## src/rtl/alu_arbiter.sv

```systemverilog
// ---------------------------------------------------------------------------
// alu_arbiter
//   Shares one combinational ALU between NREQ requesters. An idle arbiter
//   grants round-robin, registers the winner's opcode/operands onto the ALU
//   ports for exactly one cycle, captures result and flags, and hands them
//   back to the winner on a valid/ready response channel. Illegal opcodes
//   (1001..1111) never reach the ALU; they get an immediate error response.
//
// Ports
//   clk, rst              clock (rising edge), async active-high reset
//   req_valid/req_ready   per-requester request handshake (ready one-hot)
//   req_opcode/a/b        packed per-requester opcode (4b) and operands (W)
//   alu_opcode/a/b        registered drive to the ALU, NOP/0 outside EXEC
//   alu_o/alu_flags       combinational ALU result and flags
//   rsp_valid/rsp_ready   per-requester response handshake (valid one-hot)
//   rsp_o/flags/err       captured result, flags, illegal-opcode flag
//   busy                  arbiter is not idle
// ---------------------------------------------------------------------------
module alu_arbiter #(
  parameter int NREQ  = 2,
  parameter int W     = 4,
  parameter int FLAGW = 8
) (
  input  logic                clk,
  input  logic                rst,
  input  logic [NREQ-1:0]     req_valid,
  output logic [NREQ-1:0]     req_ready,
  input  logic [NREQ*4-1:0]   req_opcode,
  input  logic [NREQ*W-1:0]   req_a,
  input  logic [NREQ*W-1:0]   req_b,
  output logic [3:0]          alu_opcode,
  output logic [W-1:0]        alu_a,
  output logic [W-1:0]        alu_b,
  input  logic [W-1:0]        alu_o,
  input  logic [FLAGW-1:0]    alu_flags,
  output logic [NREQ-1:0]     rsp_valid,
  input  logic [NREQ-1:0]     rsp_ready,
  output logic [W-1:0]        rsp_o,
  output logic [FLAGW-1:0]    rsp_flags,
  output logic                rsp_err,
  output logic                busy
);

  localparam int IW = $clog2(NREQ);

  typedef enum logic [1:0] {
    S_IDLE = 2'd0,
    S_EXEC = 2'd1,
    S_RESP = 2'd2
  } state_t;

  state_t           r_state, w_next_state;
  logic [IW-1:0]    r_ptr, r_gid, w_gid;
  logic             w_any, w_legal, w_accept;
  logic [3:0]       w_op;
  logic [W-1:0]     w_a, w_b;
  logic [3:0]       r_alu_opcode;
  logic [W-1:0]     r_alu_a, r_alu_b;
  logic [W-1:0]     r_rsp_o;
  logic [FLAGW-1:0] r_rsp_flags;
  logic             r_rsp_err;

  // Round-robin search: start just after the last winner and wrap, so the
  // most recent winner has the lowest priority next time.
  always_comb begin : p_grant
    logic [IW-1:0] idx;
    // NOTE: every signal written here gets a default first, so no path can
    // leave it unassigned and infer a latch.
    idx   = '0;
    w_any = 1'b0;
    w_gid = '0;
    for (int k = 1; k <= NREQ; k++) begin
      idx = IW'((int'(r_ptr) + k) % NREQ);
      if (!w_any && req_valid[idx]) begin
        w_any = 1'b1;
        w_gid = idx;
      end
    end
  end

  // Winner's request fields
  always_comb begin : p_sel
    w_op = '0;
    w_a  = '0;
    w_b  = '0;
    for (int i = 0; i < NREQ; i++) begin
      if (w_gid == IW'(i)) begin
        w_op = req_opcode[i*4 +: 4];
        w_a  = req_a[i*W +: W];
        w_b  = req_b[i*W +: W];
      end
    end
  end

  assign w_legal  = (w_op <= 4'd8);
  assign w_accept = (r_state == S_IDLE) && w_any;

  // FSM: state register
  always_ff @(posedge clk or posedge rst) begin
    // NOTE: clocked state uses non-blocking assignments so every register
    // samples pre-edge values regardless of process order.
    if (rst) r_state <= S_IDLE;
    else     r_state <= w_next_state;
  end

  // FSM: next state
  always_comb begin : p_next
    w_next_state = r_state;
    case (r_state)
      S_IDLE:  if (w_any) w_next_state = w_legal ? S_EXEC : S_RESP;
      S_EXEC:  w_next_state = S_RESP;
      S_RESP:  if (rsp_ready[r_gid]) w_next_state = S_IDLE;
      default: w_next_state = S_IDLE;
    endcase
  end

  // FSM: outputs. Grants are only offered while idle, so a response
  // handshake and a new request never overlap in the same cycle.
  always_comb begin : p_out
    req_ready = '0;
    rsp_valid = '0;
    busy      = (r_state != S_IDLE);
    if (w_accept)            req_ready = NREQ'(1) << w_gid;
    if (r_state == S_RESP)   rsp_valid = NREQ'(1) << r_gid;
  end

  // Datapath. The ALU port registers double as the operand latch: loaded
  // only for legal opcodes on accept, cleared when EXEC ends, so the ALU
  // sees NOP/0 in every other cycle.
  always_ff @(posedge clk or posedge rst) begin
    if (rst) begin
      r_ptr        <= IW'(NREQ - 1);
      r_gid        <= '0;
      r_alu_opcode <= 4'b0000;
      r_alu_a      <= '0;
      r_alu_b      <= '0;
      r_rsp_o      <= '0;
      r_rsp_flags  <= '0;
      r_rsp_err    <= 1'b0;
    end else begin
      if (w_accept) begin
        r_ptr <= w_gid;
        r_gid <= w_gid;
        if (w_legal) begin
          r_alu_opcode <= w_op;
          r_alu_a      <= w_a;
          r_alu_b      <= w_b;
        end else begin
          r_rsp_o     <= '0;
          r_rsp_flags <= '0;
          r_rsp_err   <= 1'b1;
        end
      end
      if (r_state == S_EXEC) begin
        r_rsp_o      <= alu_o;
        r_rsp_flags  <= alu_flags;
        r_rsp_err    <= 1'b0;
        r_alu_opcode <= 4'b0000;
        r_alu_a      <= '0;
        r_alu_b      <= '0;
      end
    end
  end

  assign alu_opcode = r_alu_opcode;
  assign alu_a      = r_alu_a;
  assign alu_b      = r_alu_b;
  assign rsp_o      = r_rsp_o;
  assign rsp_flags  = r_rsp_flags;
  assign rsp_err    = r_rsp_err;

endmodule

```

## config.mk

```make
export PLATFORM = sky130hd
export DESIGN_NAME = alu_arbiter
export DESIGN_NICKNAME = d
export VERILOG_FILES = /design/src/rtl/alu_arbiter.sv
export SDC_FILE = /design/constraint.sdc
export NUM_CORES = 1
export LEC_CHECK = 0
export ABC_CLOCK_PERIOD_IN_PS = 1500
export BUFFER_PORTS_ARGS = -buffer_cell sky130_fd_sc_hd__buf_2
export CORE_UTILIZATION = 40
export CTS_CLUSTER_DIAMETER = 30
export CTS_CLUSTER_SIZE = 12
export DETAILED_ROUTE_END_ITERATION = 8
export PLACE_DENSITY = 0.76
export SYNTH_ARGS = -nofsm -noshare
export SYNTH_HDL_FRONTEND = slang
export SYNTH_SLANG_ARGS = --single-unit
```

## constraint.sdc

```tcl
create_clock -name clk -period 1.5 [get_ports clk]
set_input_delay 0 -clock clk [delete_from_list [all_inputs] [get_ports clk]]
set_output_delay 0 -clock clk [all_outputs]
set_load 0.03 [all_outputs]
```

# --- Word-level counts from Yosys, hierarchy flattened ---
# Index checks and enable logic that the tools add are counted.
classes:
  n_addsub: 2
  magnitude_cmp: 4
  n_eq_ne: 5
  n_shift: 2
  n_mux: 37
  reduce_logical: 10
ops:
  columns: ["op", "count"]
  rows:
  - ["$mux W4", 15]
  - ["$mux W8", 3]
  - ["$mux W1", 13]
  - ["$mux W2", 5]
  - ["$lt A1 B2 Y1 const B", 3]
  - ["$pmux W2 S3", 1]
  - ["$reduce_and A2 Y1", 3]
  - ["$reduce_bool A2 Y1", 3]
  - ["$le A4 B4 Y1 const B", 1]
  - ["$ne A2 B2 Y1 const B", 2]
  - ["$shl A1 B1 Y2 const A", 2]
  - ["$add A1 B1 Y1 const B", 2]
  - ["$eq A2 B1 Y1 const B", 1]
  - ["$eq A2 B2 Y1 const B", 1]
  - ["$logic_and A1 B1 Y1", 2]
  - ["$logic_not A2 Y1", 1]
  - ["$ne A2 B1 Y1 const B", 1]
  - ["$logic_not A1 Y1", 1]
totals:
  ff_bits: 29
  output_inout_bits: 30
  elab_cells: 69

# --- Logic depth before layout (Yosys ltp) ---
# Gate-level depths: netlist of the first run.
logic_depth:
  ltp_word: 12
  mapped_depth: 7

# --- Worst setup path after synthesis of the first run ---
# No wires, ideal clock.
synth_path:
  path_type: "reg2out"
  start: "reg r_state[1]"
  end: "out req_ready[0]"
  arrival_ns: 1.656
  path_slack_ns: -0.156
  stages_incl_launch_ff: 5
  cell_sequence: "dfrtp_1 -> or2_1 -> clkbuf_1 -> or2_2 -> nor2_1"
synth_between:
  elab_chain_cells: 3
synth_lines:
  columns: ["element", "line_no", "text"]
  rows:
  - ["from (decl)", "52", "state_t r_state, w_next_state;"]
  - ["from (signal assigned)", "103", "else r_state <= w_next_state;"]
  - ["$logic_not A2 Y1", "96", "assign w_accept = (r_state == S_IDLE) && w_any;"]
  - ["$logic_and A1 B1 Y1", "96", null]
  - ["$mux W2", "123", "if (w_accept) req_ready = NREQ'(1) << w_gid;"]
  - ["to (decl)", "27", "output logic [NREQ-1:0] req_ready,"]
# Every way passes these cells.

# --- Final worst setup path of the first run ---
layout_path:
  start: "reg r_ptr"
  end: "reg r_alu_opcode[1] (netlist: alu_opcode[1])"
layout_between:
  elab_chain_cells: 11
  elab_cells_between_ends: 21
  cone_classes: "add/sub (2); order compare (1); mux (12); reduce/logical (6)"
layout_lines:
  columns: ["element", "line_no", "text"]
  rows:
  - ["from (decl)", "53", "logic [IW-1:0] r_ptr, r_gid, w_gid;"]
  - ["from (signal assigned)", "132", "r_ptr <= IW'(NREQ - 1);"]
  - ["from (signal assigned)", "142", "r_ptr <= w_gid;"]
  - ["$add A1 B1 Y1", "73", "idx = IW'((int'(r_ptr) + k) % NREQ);"]
  - ["$mux W1 (not written as such) (2 in a row)", "74", "if (!w_any && req_valid[idx]) begin"]
  - ["$mux W1", "74", null]
  - ["$logic_not A1 Y1", "74", null]
  - ["$logic_and A1 B1 Y1", "74", null]
  - ["$mux W1", "74", null]
  - ["$mux W4", "87", "if (w_gid == IW'(i)) begin"]
  - ["$le A4 B4 Y1 or $mux W4 (tied branches)", "95, 144", null]
  - ["$reduce_bool A2 Y1 (no line) or $mux W4 (tied branches)", null, null]
  - ["$reduce_and A2 Y1 (no line) or $mux W4 (tied branches)", null, null]
  - ["to (signal assigned)", "145", "r_alu_opcode <= w_op;"]
  - ["to (decl)", "57", "logic [3:0] r_alu_opcode;"]
# Parallel ways exist; a longest one is shown, timed or not. The select of a mux whose other input is x is not followed.
# A chain may end at the register's enable or synchronous reset.

==> summary.txt, run 1 <==
Final layout
  – Diode count: 0
  – Area growth from synthesis to layout: 65.9%
  – Fraction of layout cells with a size suffix above 1: between 40% and 50%
  – Number of nets in the final layout: 272

Global route
  – Total Routing Usage GR: roughly a fifth
  – Vias in the first global route: about 1200
  – Wire length of the first global-routing pass: between 5000 and 6000 um
  – GRT overflow: 0
  – Largest net degree at the start of global routing: 30
  – Initial antenna violation count: 0

Timing
  – Normalized max-slew margin: 75.5%
  – Max-slew violations: 0
  – Worst setup slack after layout: -0.149 ns
  – Tmin final: 1.65 ns
  – F_max: slightly above 600 MHz
  – Clock tree skew after final layout: about 0.0083 ns
  – Final hold slack: -0.000993 ns
  – Number of failing hold endpoints at the final stage: 1
  – RSZ-0062 raised after global routing: true
  – # setup viols final: 29
  – Worst-margin pin slew: 0.367 ns
  – Fin crit share: 110%

Clocking
  – Clock tree from TritonCTS: yes
  – Sinks on the clock net: 29
  – CTS Buf Count: 5
  – Skew-Pair Late Insertion Delay: around 0.33 ns
  – H-tree levels: 2
  – Register clock-pin slew on the reported worst setup and hold paths: ~0.090 ns
  – Clock root cell: sky130_fd_sc_hd__clkbuf_4
  – Clk buf depth: 2

Synthesis
  – Share of the synthesized area in compound gates (AO/OA/AOI/OAI): between 10% and 20%
  – Synthesis warning total: 0
  – Post-synthesis sequential area ratio: ~52%
  – Post-synthesis register bit count: 29
  – Mean cell area of the mapped netlist: between 10 and 15 um2
  – Share of synthesized cell area in and, or, nand and nor gates: between 10% and 20%
  – Multiplexer share of the synthesized area: around 15%
  – Post-synthesis share of cell area spent on xor and xnor gates: 0%
  – Combinational family with the most area after synthesis: compound AO/OA/AOI/OAI gates
  – Count of mapped cells out of synthesis: 121
  – Adder-cell share of the synthesized area: 0%
  – Count of unique library cells instantiated by Yosys: 29
  – Mapped Nets: ~160
  – Cell Area, Synth: ~1400 um2

Min path
  – Sink of the worst hold path: alu_b[2]
  – Hold depth: 3
  – Min-delay worst type: input pin to flop
  – Worst min-delay path startpoint: req_b[2]

Drt
  – Antenna violation net count after detailed routing: 0
  – Count of vias placed by the detailed router: 1384
  – DRC violation count after routing: 0
  – First DRT Iteration DRCs: just over 60
  – Met1 Wirelength: 1660 um
  – Highest routed layer: met4
  – Avg WL per Cell: around 15 um
  – First-pass DRT Iterations: 4
  – Routed wire length on met2: about 2100 um
  – Number of vias per cell: roughly 5
  – Met3 wire len: 213 um
  – DRT Wirelength: 4120 um

Power
  – Tot Pwr: 0.00458 W
  – Switching part of the total power: a little under half
  – Power density over the cells: around 2000 nW/um2
  – Reported net switching power: around 0.0021 W
  – Worst IR drop on VDD: 0.000831 V
  – Fraction of power consumed by the clock network: around a tenth
  – Internal Pwr Total: approximately 0.0025 W
  – Sequential fraction of design power: a little under a third
  – Part of the total power dissipated in combinational logic: about three fifths
  – P_leak: about 1.2 nW

Run status
  – Outcome: complete, but fails checks
  – Violated checks: hold timing, setup timing

Floorplan
  – Horizontal die dimension: approximately 60 um
  – Row cnt: 21
  – Boundary pin count: between 70 and 80
  – Area enclosed by the die boundary: about 3700 um2
  – Vertical die dimension: 61.1 um
  – Starting density of the core: roughly two fifths
  – Placeable core region: 3340 um2

Worst setup path
  – Origin of the critical flop-to-flop path: r_ptr
  – Critical path startpoint category: flop
  – Required time of the worst setup path: 1.71 ns
  – Worst-path fanout max: 5
  – Kind of critical path: flop to flop
  – Sort of element at the end of the critical path: flop
  – WP data arrival: 1.86 ns
  – R2R Setup Slk: -0.15 ns
  – Endpoint of the most critical register-to-register path: alu_opcode[1]
  – Worst R2R Path Depth: 6

Flow run
  – Max capacitance violation total: 0

Placed design
  – Port Buffer Count: slightly above 70
  – HPWL after detailed placement: approximately 2400 um
  – Placement Setup Slack: -0.0919 ns
  – Final weighted congestion of routability-driven global placement: 0.735
stage by stage:
step	hold WS (ns)	area [um2]	instances	utilization (%)	TNS, ns
CTS	0.0000804	2150	268	64.5	-1.49
floorplan	0.0774	1420	121	-	-0.0883
finish	-0.000993	2320	276	69.5	-3.35
global placement	0.0807	1870	240	56.0	-0.218
global route	0.0102	2320	276	69.5	-4.43
detailed placement	0.0864	1870	240	56.0	-1.06
worst max-delay path by stage:
stage | start | to | slack [ns]
after floorplan | r_ptr | rsp_flags[1] | -0.009
after global placement | r_ptr | alu_b[3] | -0.03
after detailed placement | r_ptr | alu_opcode[1] | -0.09
after CTS | r_ptr | alu_opcode[1] | -0.1
after global routing | r_ptr | alu_a[2] | -0.19
final | r_ptr | alu_opcode[1] | -0.15
state kept, by name, indices dropped and copies added (netlist names):
| name | cells |
|---|---|
| r_state | 2 |
| alu_a | 4 |
| rsp_o | 4 |
| r_gid | 1 |
| alu_opcode | 4 |
| rsp_flags | 8 |
| r_ptr | 1 |
| alu_b | 4 |
| rsp_err | 1 |
synthesized netlist by cell type:
library cell                n  share of area [%]
sky130_fd_sc_hd__buf_4      1               0.54
sky130_fd_sc_hd__or2_2      1               0.45
sky130_fd_sc_hd__buf_2      1               0.36
sky130_fd_sc_hd__o21ai_2    1               0.63
sky130_fd_sc_hd__clkbuf_1   5                1.3
sky130_fd_sc_hd__inv_1      1               0.27
sky130_fd_sc_hd__nor2b_1    2               0.90
sky130_fd_sc_hd__nor2_2     1               0.45
sky130_fd_sc_hd__o21a_1     1               0.54
sky130_fd_sc_hd__inv_4      1               0.45
sky130_fd_sc_hd__a21o_1     2                1.1
sky130_fd_sc_hd__nand2_1   12                3.2
sky130_fd_sc_hd__and3b_1    1               0.63
sky130_fd_sc_hd__o21ai_0    1               0.36
sky130_fd_sc_hd__nor3_1     3                1.1
sky130_fd_sc_hd__o211ai_1   8                4.3
sky130_fd_sc_hd__a21boi_4   1                1.3
sky130_fd_sc_hd__a31oi_2    1               0.90
sky130_fd_sc_hd__mux2_2     3                2.4
sky130_fd_sc_hd__nor2_1     3               0.81
sky130_fd_sc_hd__a22o_1    12                7.5
sky130_fd_sc_hd__mux2i_1   17                 12
sky130_fd_sc_hd__nor3b_1    1               0.54
sky130_fd_sc_hd__nand2b_1   9                4.0
sky130_fd_sc_hd__dfrtp_1   28                 50
sky130_fd_sc_hd__a31oi_1    1               0.45
sky130_fd_sc_hd__or2_1      1               0.45
sky130_fd_sc_hd__dfstp_2    1                1.9
sky130_fd_sc_hd__buf_6      1               0.81
worst max-delay path, stage by stage, from the launching register on:
cell	delay (ns)
sky130_fd_sc_hd__dfstp_2	0.57
sky130_fd_sc_hd__a21boi_4	0.09
sky130_fd_sc_hd__mux2_4	0.34
sky130_fd_sc_hd__o21ai_4	0.20
sky130_fd_sc_hd__buf_12	0.16
sky130_fd_sc_hd__inv_8	0.04
sky130_fd_sc_hd__mux2i_1	0.11
layout by cell type, fill, tap and decap left out, types with 2 or more instances in the layout:
cell | synthesis | routed
sky130_fd_sc_hd__mux2i_1 | 17 | 15
sky130_fd_sc_hd__nor2_1 | 3 | 2
sky130_fd_sc_hd__a22o_1 | 12 | 12
sky130_fd_sc_hd__buf_12 | 0 | 2
sky130_fd_sc_hd__clkbuf_4 | 0 | 5
sky130_fd_sc_hd__nor2_4 | 0 | 2
sky130_fd_sc_hd__buf_6 | 1 | 4
sky130_fd_sc_hd__nor3_2 | 0 | 2
sky130_fd_sc_hd__dfrtp_1 | 28 | 28
sky130_fd_sc_hd__nand2_1 | 12 | 12
sky130_fd_sc_hd__nand2b_1 | 9 | 9
sky130_fd_sc_hd__or2_4 | 0 | 2
sky130_fd_sc_hd__mux2_4 | 0 | 2
sky130_fd_sc_hd__o211ai_1 | 8 | 8
sky130_fd_sc_hd__a21o_1 | 2 | 2
sky130_fd_sc_hd__dlygate4sd3_1 | 0 | 21
sky130_fd_sc_hd__buf_4 | 1 | 12
sky130_fd_sc_hd__buf_2 | 1 | 69
cell families (layout without fill, tap and decap cells):
| family | after synthesis | count (layout) |
|---|---|---|
| simple gates | 34 | 34 |
| flops | 29 | 29 |
| compound gates | 28 | 28 |
| mux | 20 | 20 |
| buf+inv | 10 | 119 |
layer usage:
metal  GRT usage [%]  vias up
li1                -      652
met1            25.0      651
met2            33.4       62
met3            5.88       19
met4            8.44        0
met5               0        -
what timing repair did:
| action | 4_1_cts | 5_1_grt |
|---|---|---|
| gates resized for setup | 7 | 16 |
| gates cloned | 0 | 2 |
| hold endpoints to repair | 45 | 1 |
| pin swaps | 0 | 7 |
| setup endpoints to repair | 26 | 28 |
| setup buffers | 1 | 5 |
| hold buffers | 20 | 1 |
layout make-up:
class	count	area [um2]
inverter	2	15.0
tap	46	57.6
clock buffer	7	55.1
multi-input combinational	82	693
sequential	29	727
timing repair buffer	110	771
fill	252	1020
power groups by stage:
| stage | clock [W] | combinational, W | sequential, W |
|---|---|---|---|
| 2_1_floorplan | 0 | 0.00101 | 0.00205 |
| 3_3_place_gp | 0 | 0.00228 | 0.00138 |
| 3_5_place_dp | 0 | 0.00233 | 0.00140 |
| 4_1_cts | 0.000493 | 0.00244 | 0.00139 |
| 5_1_grt | 0.000524 | 0.00287 | 0.00143 |
| 6_report | 0.000479 | 0.00270 | 0.00140 |
No activity file was read; power rests on OpenSTA's default activity.
==> run 2: changes to the inputs <==
--- a/config.mk
+++ b/config.mk
@@ -13,3 +13,5 @@
 export DETAILED_ROUTE_END_ITERATION = 8
+export GPL_TIMING_DRIVEN = 0
 export PLACE_DENSITY = 0.76
+export RECOVER_POWER = 100
 export SYNTH_ARGS = -nofsm -noshare
==> constraint.sdc (replaced) <==
create_clock -name clk -period 1.5 [get_ports clk]
set_input_delay 0.15 -clock clk [delete_from_list [all_inputs] [get_ports clk]]
set_output_delay 0.15 -clock clk [all_outputs]
set_load 0.03 [all_outputs]
==> run 2 against run 1 <==
  * The flow finishes with violations (setup timing)
  * Register-to-register slack worse by 0.05 ns
  * Largest cell class is now flip-flops and latches
  * Sequential power about the same
  * Clock skew down 0.0040 ns
  * Sequential share of layout area grew 5.3 points
  * Clock power is 11% higher
  * Total power down 6.4%
  * Wire length down 19%
==> summary.txt, run 2 (synthesis gave the netlist of run 1 again) <==
Worst setup path
  – Kind of critical path: flop to flop
  – Worst path bufs/invs: 3
  – Critical path startpoint category: flop
  – Sort of element at the end of the critical path: flop
  – Required time of the worst setup path: approximately 1.7 ns
  – Worst-path fanout max: 6
  – Critical-path cell with the highest stage delay: sky130_fd_sc_hd__dfstp_2
  – R2R Setup Slk: -0.20 ns
  – Cell chain of the critical path: a21boi_4 > buf_6 > mux2_4 > o21ai_4 > buf_6 > inv_6 > mux2i_1
  – WP data arrival: roughly 1.9 ns
  – Kind of cell with the highest combined delay on the critical path: multiplexers
  – Cell with the most instances on the worst path: sky130_fd_sc_hd__buf_6
  – Critical Path Max Stage Delay: about 0.39 ns

Flow run
  – Max capacitance violation total: 0

Placed design
  – Post-place instance area: approximately 1800 um2
  – Final weighted congestion of routability-driven global placement: just over 0.7
  – HPWL after detailed placement: 2360 um
  – Placement Setup Slack: -0.187 ns
  – Port Buffer Count: 71

Timing
  – Number of failing hold endpoints at the final stage: 0
  – Normalized max-slew margin: 27.2%
  – Fin crit share: 113%
  – Clock tree skew after final layout: about 0.0043 ns
  – F_max: just under 600 MHz
  – Worst-margin pin slew: ~1.1 ns
  – RSZ-0062 raised after global routing: true
  – Tmin final: 1.70 ns
  – Max-slew violations: 0
  – Worst setup slack after layout: -0.199 ns
  – # setup viols final: 27

Drt
  – Antenna violation net count after detailed routing: 0
  – DRT Wirelength: 3340 um
  – First-pass DRT Iterations: 4
  – Avg WL per Cell: 13.2 um
  – Count of vias placed by the detailed router: between 1000 and 1500
  – Number of vias per cell: slightly below 5
  – First DRT Iteration DRCs: 53
  – DRC violation count after routing: 0

Global route
  – Total Routing Usage GR: 18.7%
  – Vias in the first global route: about 1100
  – Largest net degree at the start of global routing: 30
  – GRT overflow: 0
  – Wire length of the first global-routing pass: about 4900 um
  – Initial antenna violation count: 0

Floorplan
  – Row cnt: 21
  – Area enclosed by the die boundary: 3730 um2
  – Placeable core region: 3340 um2
  – Horizontal die dimension: ~61 um
  – Starting density of the core: 41.9%
  – Boundary pin count: between 70 and 80
  – Vertical die dimension: 61.1 um

Clocking
  – Clk buf depth: 2
  – Post-cts hold buffer count: 0
  – CTS Buf Count: 5
  – Sinks on the clock net: 29
  – H-tree levels: 2
  – Clock tree from TritonCTS: yes
  – Skew-Pair Late Insertion Delay: around 0.32 ns
  – Clock root cell: sky130_fd_sc_hd__clkbuf_4
  – Register clock-pin slew on the reported worst setup and hold paths: approximately 0.090 ns

Final layout
  – Leading cell type in the layout, fill and taps excluded: sky130_fd_sc_hd__buf_2
  – Area growth from synthesis to layout: 41.9%
  – Number of nets in the final layout: roughly 250
  – Fill cells: 312
  – Layout Utilization: just under 60%
  – Fraction of layout cells with a size suffix above 1: between 30% and 40%
  – Diode count: 0
  – Max FFs per register: 8
  – Commonest cells after routing, fill and taps aside: 44 x sky130_fd_sc_hd__buf_2, 28 x sky130_fd_sc_hd__dfrtp_1, 27 x sky130_fd_sc_hd__clkbuf_1, 16 x sky130_fd_sc_hd__mux2i_1
  – Final design area excluding fillers: 1980 um2

Run status
  – Violated checks: setup timing
  – Outcome: complete, but fails checks

Power
  – Tot Pwr: 0.00429 W
  – Power density over the cells: roughly 2200 nW/um2
  – Worst IR drop on VDD: 0.000779 V
  – P_leak: 1.01 nW

Min path
  – Min-delay worst type: input pin to flop
==> run 2: stage by stage <==
step | hold slack (ns) | instances | setup TNS (ns)
after floorplan | 0.227 | 121 | -0.0883
after CTS | 0.0283 | 252 | -4.66
after detailed placement | 0.378 | 238 | -2.98
after global routing | 0.0386 | 254 | -5.91
after global placement | 0.374 | 238 | -2.31
final | 0.0406 | 254 | -4.44
==> run 2: path summary, 6_finish.rpt <==
kind | from | to | cells after the start
min | alu_flags[5] | rsp_flags[5] | 2
min in group asynchronous | rst | rsp_err | 2
min reg2reg | rsp_o[2] | rsp_o[2] | 1
max in group asynchronous | rst | alu_a[3] | 2
max | r_ptr | alu_opcode[1] | 7
max reg2reg | r_ptr | alu_opcode[1] | 7
==> run 2: report_power, final <==
part,internal [W],leakage (nW),switching [W]
combinational,0.000849,0.605,0.00152
clock,0.000271,0.0413,0.000260
sequential,0.00117,0.365,0.000215
total,0.00229,1.01,0.00200
==> run 2: area by class of cell <==
| type | instances | area (um2) | area share [%] |
|---|---|---|---|
| Inverter | 2 | 12.5 | 0.631 |
| Clock inverter | 1 | 5.00 | 0.252 |
| Sequential cell | 29 | 727 | 36.7 |
| Clock buffer | 7 | 65.1 | 3.28 |
| Timing Repair Buffer | 81 | 419 | 21.1 |
| Multi-Input combinational cell | 82 | 658 | 33.2 |
| Tap cell | 46 | 57.6 | 2.90 |
| Buffer | 6 | 38.8 | 1.96 |
==> run 2: repair_timing <==
action	CTS	global route
endpoints found under the setup margin	27	28
gates resized for setup	15	5
setup buffers	6	3
gates cloned	1	0
pin swaps	4	2
==> run 2: layer usage <==
layer	vias to the layer above	part of all wire (%)	wire length, um	track usage (%)
met4	0	1.4	46	6.82
met2	39	47	1580	29.7
met1	605	47	1570	24.1
met5	-	0	0	0
li1	608	-	-	-
met3	6	4.5	149	6.09
==> run 3: changes to the inputs <==
- TNS_END_PERCENT: default -> 20
==> run 3 against run 2 <==
  * Total power up 1.7%
  * Critical path type unchanged
  * Via count up 1.2%
  * Design area up 3.5%
  * Register-to-register slack better by 0.03 ns
  * The flow still finishes with violations (setup timing)
  * Flip-flop and latch count unchanged
  * Maximum frequency up 1.6%
  * Combinational power up 5%
  * Clock power down 14%
  * Highest routed layer unchanged
  * Utilization up 2.1 points
  * Wire length up 3.3%
==> summary.txt, run 3 (synthesis gave the netlist of run 1 again) <==
Run status
  – Outcome: complete, but fails checks
  – Violated checks: setup timing

Drt
  – Avg WL per Cell: ~13 um
  – Antenna violation net count after detailed routing: 0
  – First DRT Iteration DRCs: 33
  – DRT Wirelength: approximately 3500 um
  – DRC violation count after routing: 0
  – Number of vias per cell: slightly below 5
  – First-pass DRT Iterations: 4
  – Count of vias placed by the detailed router: around 1300

Global route
  – Largest net degree at the start of global routing: 30
  – GRT overflow: 0
  – Vias in the first global route: around 1100
  – Total Routing Usage GR: between 10% and 20%
  – Wire length of the first global-routing pass: about 5000 um
  – Initial antenna violation count: 0

Power
  – Worst IR drop on VDD: 0.00110 V
  – P_leak: 1.04 nW
  – Tot Pwr: 0.00436 W
  – Power density over the cells: 2120 nW/um2

Placed design
  – HPWL after detailed placement: 2290 um
  – Final weighted congestion of routability-driven global placement: 0.715
  – Port Buffer Count: 71
  – Post-place instance area: roughly 1800 um2

Worst setup path
  – Required time of the worst setup path: 1.77 ns
  – Cell chain of the critical path: a21boi_4 > buf_6 > mux2_4 > a31oi_4 > buf_6 > a22o_1
  – Critical path startpoint category: flop
  – Kind of critical path: flop to flop
  – Critical-path cell with the highest stage delay: sky130_fd_sc_hd__dfstp_2
  – Sort of element at the end of the critical path: flop
  – Worst R2R Path Depth: 6
  – Worst-path fanout max: 5
  – Cell with the most instances on the worst path: sky130_fd_sc_hd__buf_6
  – Critical Path Max Stage Delay: approximately 0.57 ns
  – WP data arrival: 1.94 ns

Timing
  – Number of failing hold endpoints at the final stage: 0
  – F_max: roughly 600 MHz
  – RSZ-0062 raised after global routing: true
  – Worst-margin pin slew: 1.06 ns
  – Worst setup slack after layout: -0.173 ns
  – Fin crit share: 112%
  – Normalized max-slew margin: 29.0%
  – # setup viols final: 27
  – Max-slew violations: 0
  – Clock tree skew after final layout: approximately 0.0014 ns
  – Tmin final: 1.67 ns

Final layout
  – Commonest cells after routing, fill and taps aside: 43 x sky130_fd_sc_hd__buf_2, 28 x sky130_fd_sc_hd__dfrtp_1, 26 x sky130_fd_sc_hd__clkbuf_1, 15 x sky130_fd_sc_hd__mux2i_1
  – Number of nets in the final layout: approximately 250
  – Fill cells: 311
  – Final design area excluding fillers: 2050 um2
  – Layout Utilization: around three fifths
  – Max FFs per register: 8
  – Diode count: 0
  – Area growth from synthesis to layout: 46.8%
  – Leading cell type in the layout, fill and taps excluded: sky130_fd_sc_hd__buf_2
  – Fraction of layout cells with a size suffix above 1: between 40 and 50%

Floorplan
  – Placeable core region: around 3300 um2
  – Vertical die dimension: 61.1 um
  – Row cnt: 21
  – Starting density of the core: between 40% and 50%
  – Horizontal die dimension: just over 60 um
  – Boundary pin count: 72
  – Area enclosed by the die boundary: 3730 um2

Clocking
  – Clock root cell: sky130_fd_sc_hd__clkbuf_4
  – Register clock-pin slew on the reported worst setup and hold paths: ~0.090 ns
  – Post-cts hold buffer count: 0
  – Sinks on the clock net: 29
  – H-tree levels: 2
  – Skew-Pair Late Insertion Delay: ~0.32 ns
  – CTS Buf Count: 5
  – Clk buf depth: 2
  – Clock tree from TritonCTS: yes

Flow run
  – Max capacitance violation total: 0

Min path
  – Min-delay worst type: input pin to flop
  – Hold depth: 2
run 3: timing repair:
item                                    4_1_cts  5_1_grt
cloned                                        1        1
setup buffers                                10        2
gates resized for setup                      21        8
pin swaps                                     3        5
endpoints found under the setup margin       25       29
run 3: worst paths after layout:
| kind | from | to | slack [ns] |
|---|---|---|---|
| min reg2reg | rsp_flags[5] | rsp_flags[5] | 0.50 |
| min in group asynchronous | rst | alu_opcode[0] | 0.07 |
| min | alu_flags[5] | rsp_flags[5] | 0.04 |
| max reg2reg | r_ptr | rsp_flags[6] | -0.17 |
| max | r_ptr | rsp_flags[6] | -0.17 |
| max in group asynchronous | rst | rsp_o[1] | 0.79 |
run 3: metal layers:
metal | track usage [%] | part of all wire, % | vias to the layer above
met5 | 0 | 0 | -
met4 | 8.12 | 0.49 | 0
met3 | 5.67 | 7.4 | 3
met2 | 31.2 | 48 | 55
met1 | 23.6 | 44 | 599
li1 | - | - | 616
run 3: cell type report:
| class | count | area (um2) | area share, % |
|---|---|---|---|
| inverter | 2 | 10.0 | 0.488 |
| clock buffer | 5 | 37.5 | 1.83 |
| clock inverter | 3 | 17.5 | 0.854 |
| tap | 46 | 57.6 | 2.80 |
| sequential | 29 | 727 | 35.4 |
| timing repair buffer | 85 | 455 | 22.2 |
| multi-input combinational | 82 | 696 | 33.9 |
| buffer | 7 | 51.3 | 2.50 |
run 3: critical path: cells and delay by family, from the launching register on:
family	cells	cell delay (ns)
flops	1	0.57
buf+inv	2	0.28
mux	1	0.31
compound gates	3	0.44
run 3: through the flow:
stage               TNS [ns]  hold slack [ns]  cells  setup WS (ns)
floorplan            -0.0390            0.227    121        -0.0115
global placement       -2.31            0.373    238         -0.133
detailed placement     -2.84            0.377    238         -0.164
CTS                    -2.88           0.0290    256         -0.154
global route           -4.79           0.0273    259         -0.211
finish                 -3.48           0.0419    259         -0.173
run 3: power breakdown:
part | leakage, nW | total, W | internal (W) | switching [W]
Combinational | 0.640 | 0.00250 | 0.000949 | 0.00155
Clock | 0.0310 | 0.000459 | 0.000176 | 0.000282
Sequential | 0.365 | 0.00140 | 0.00117 | 0.000224
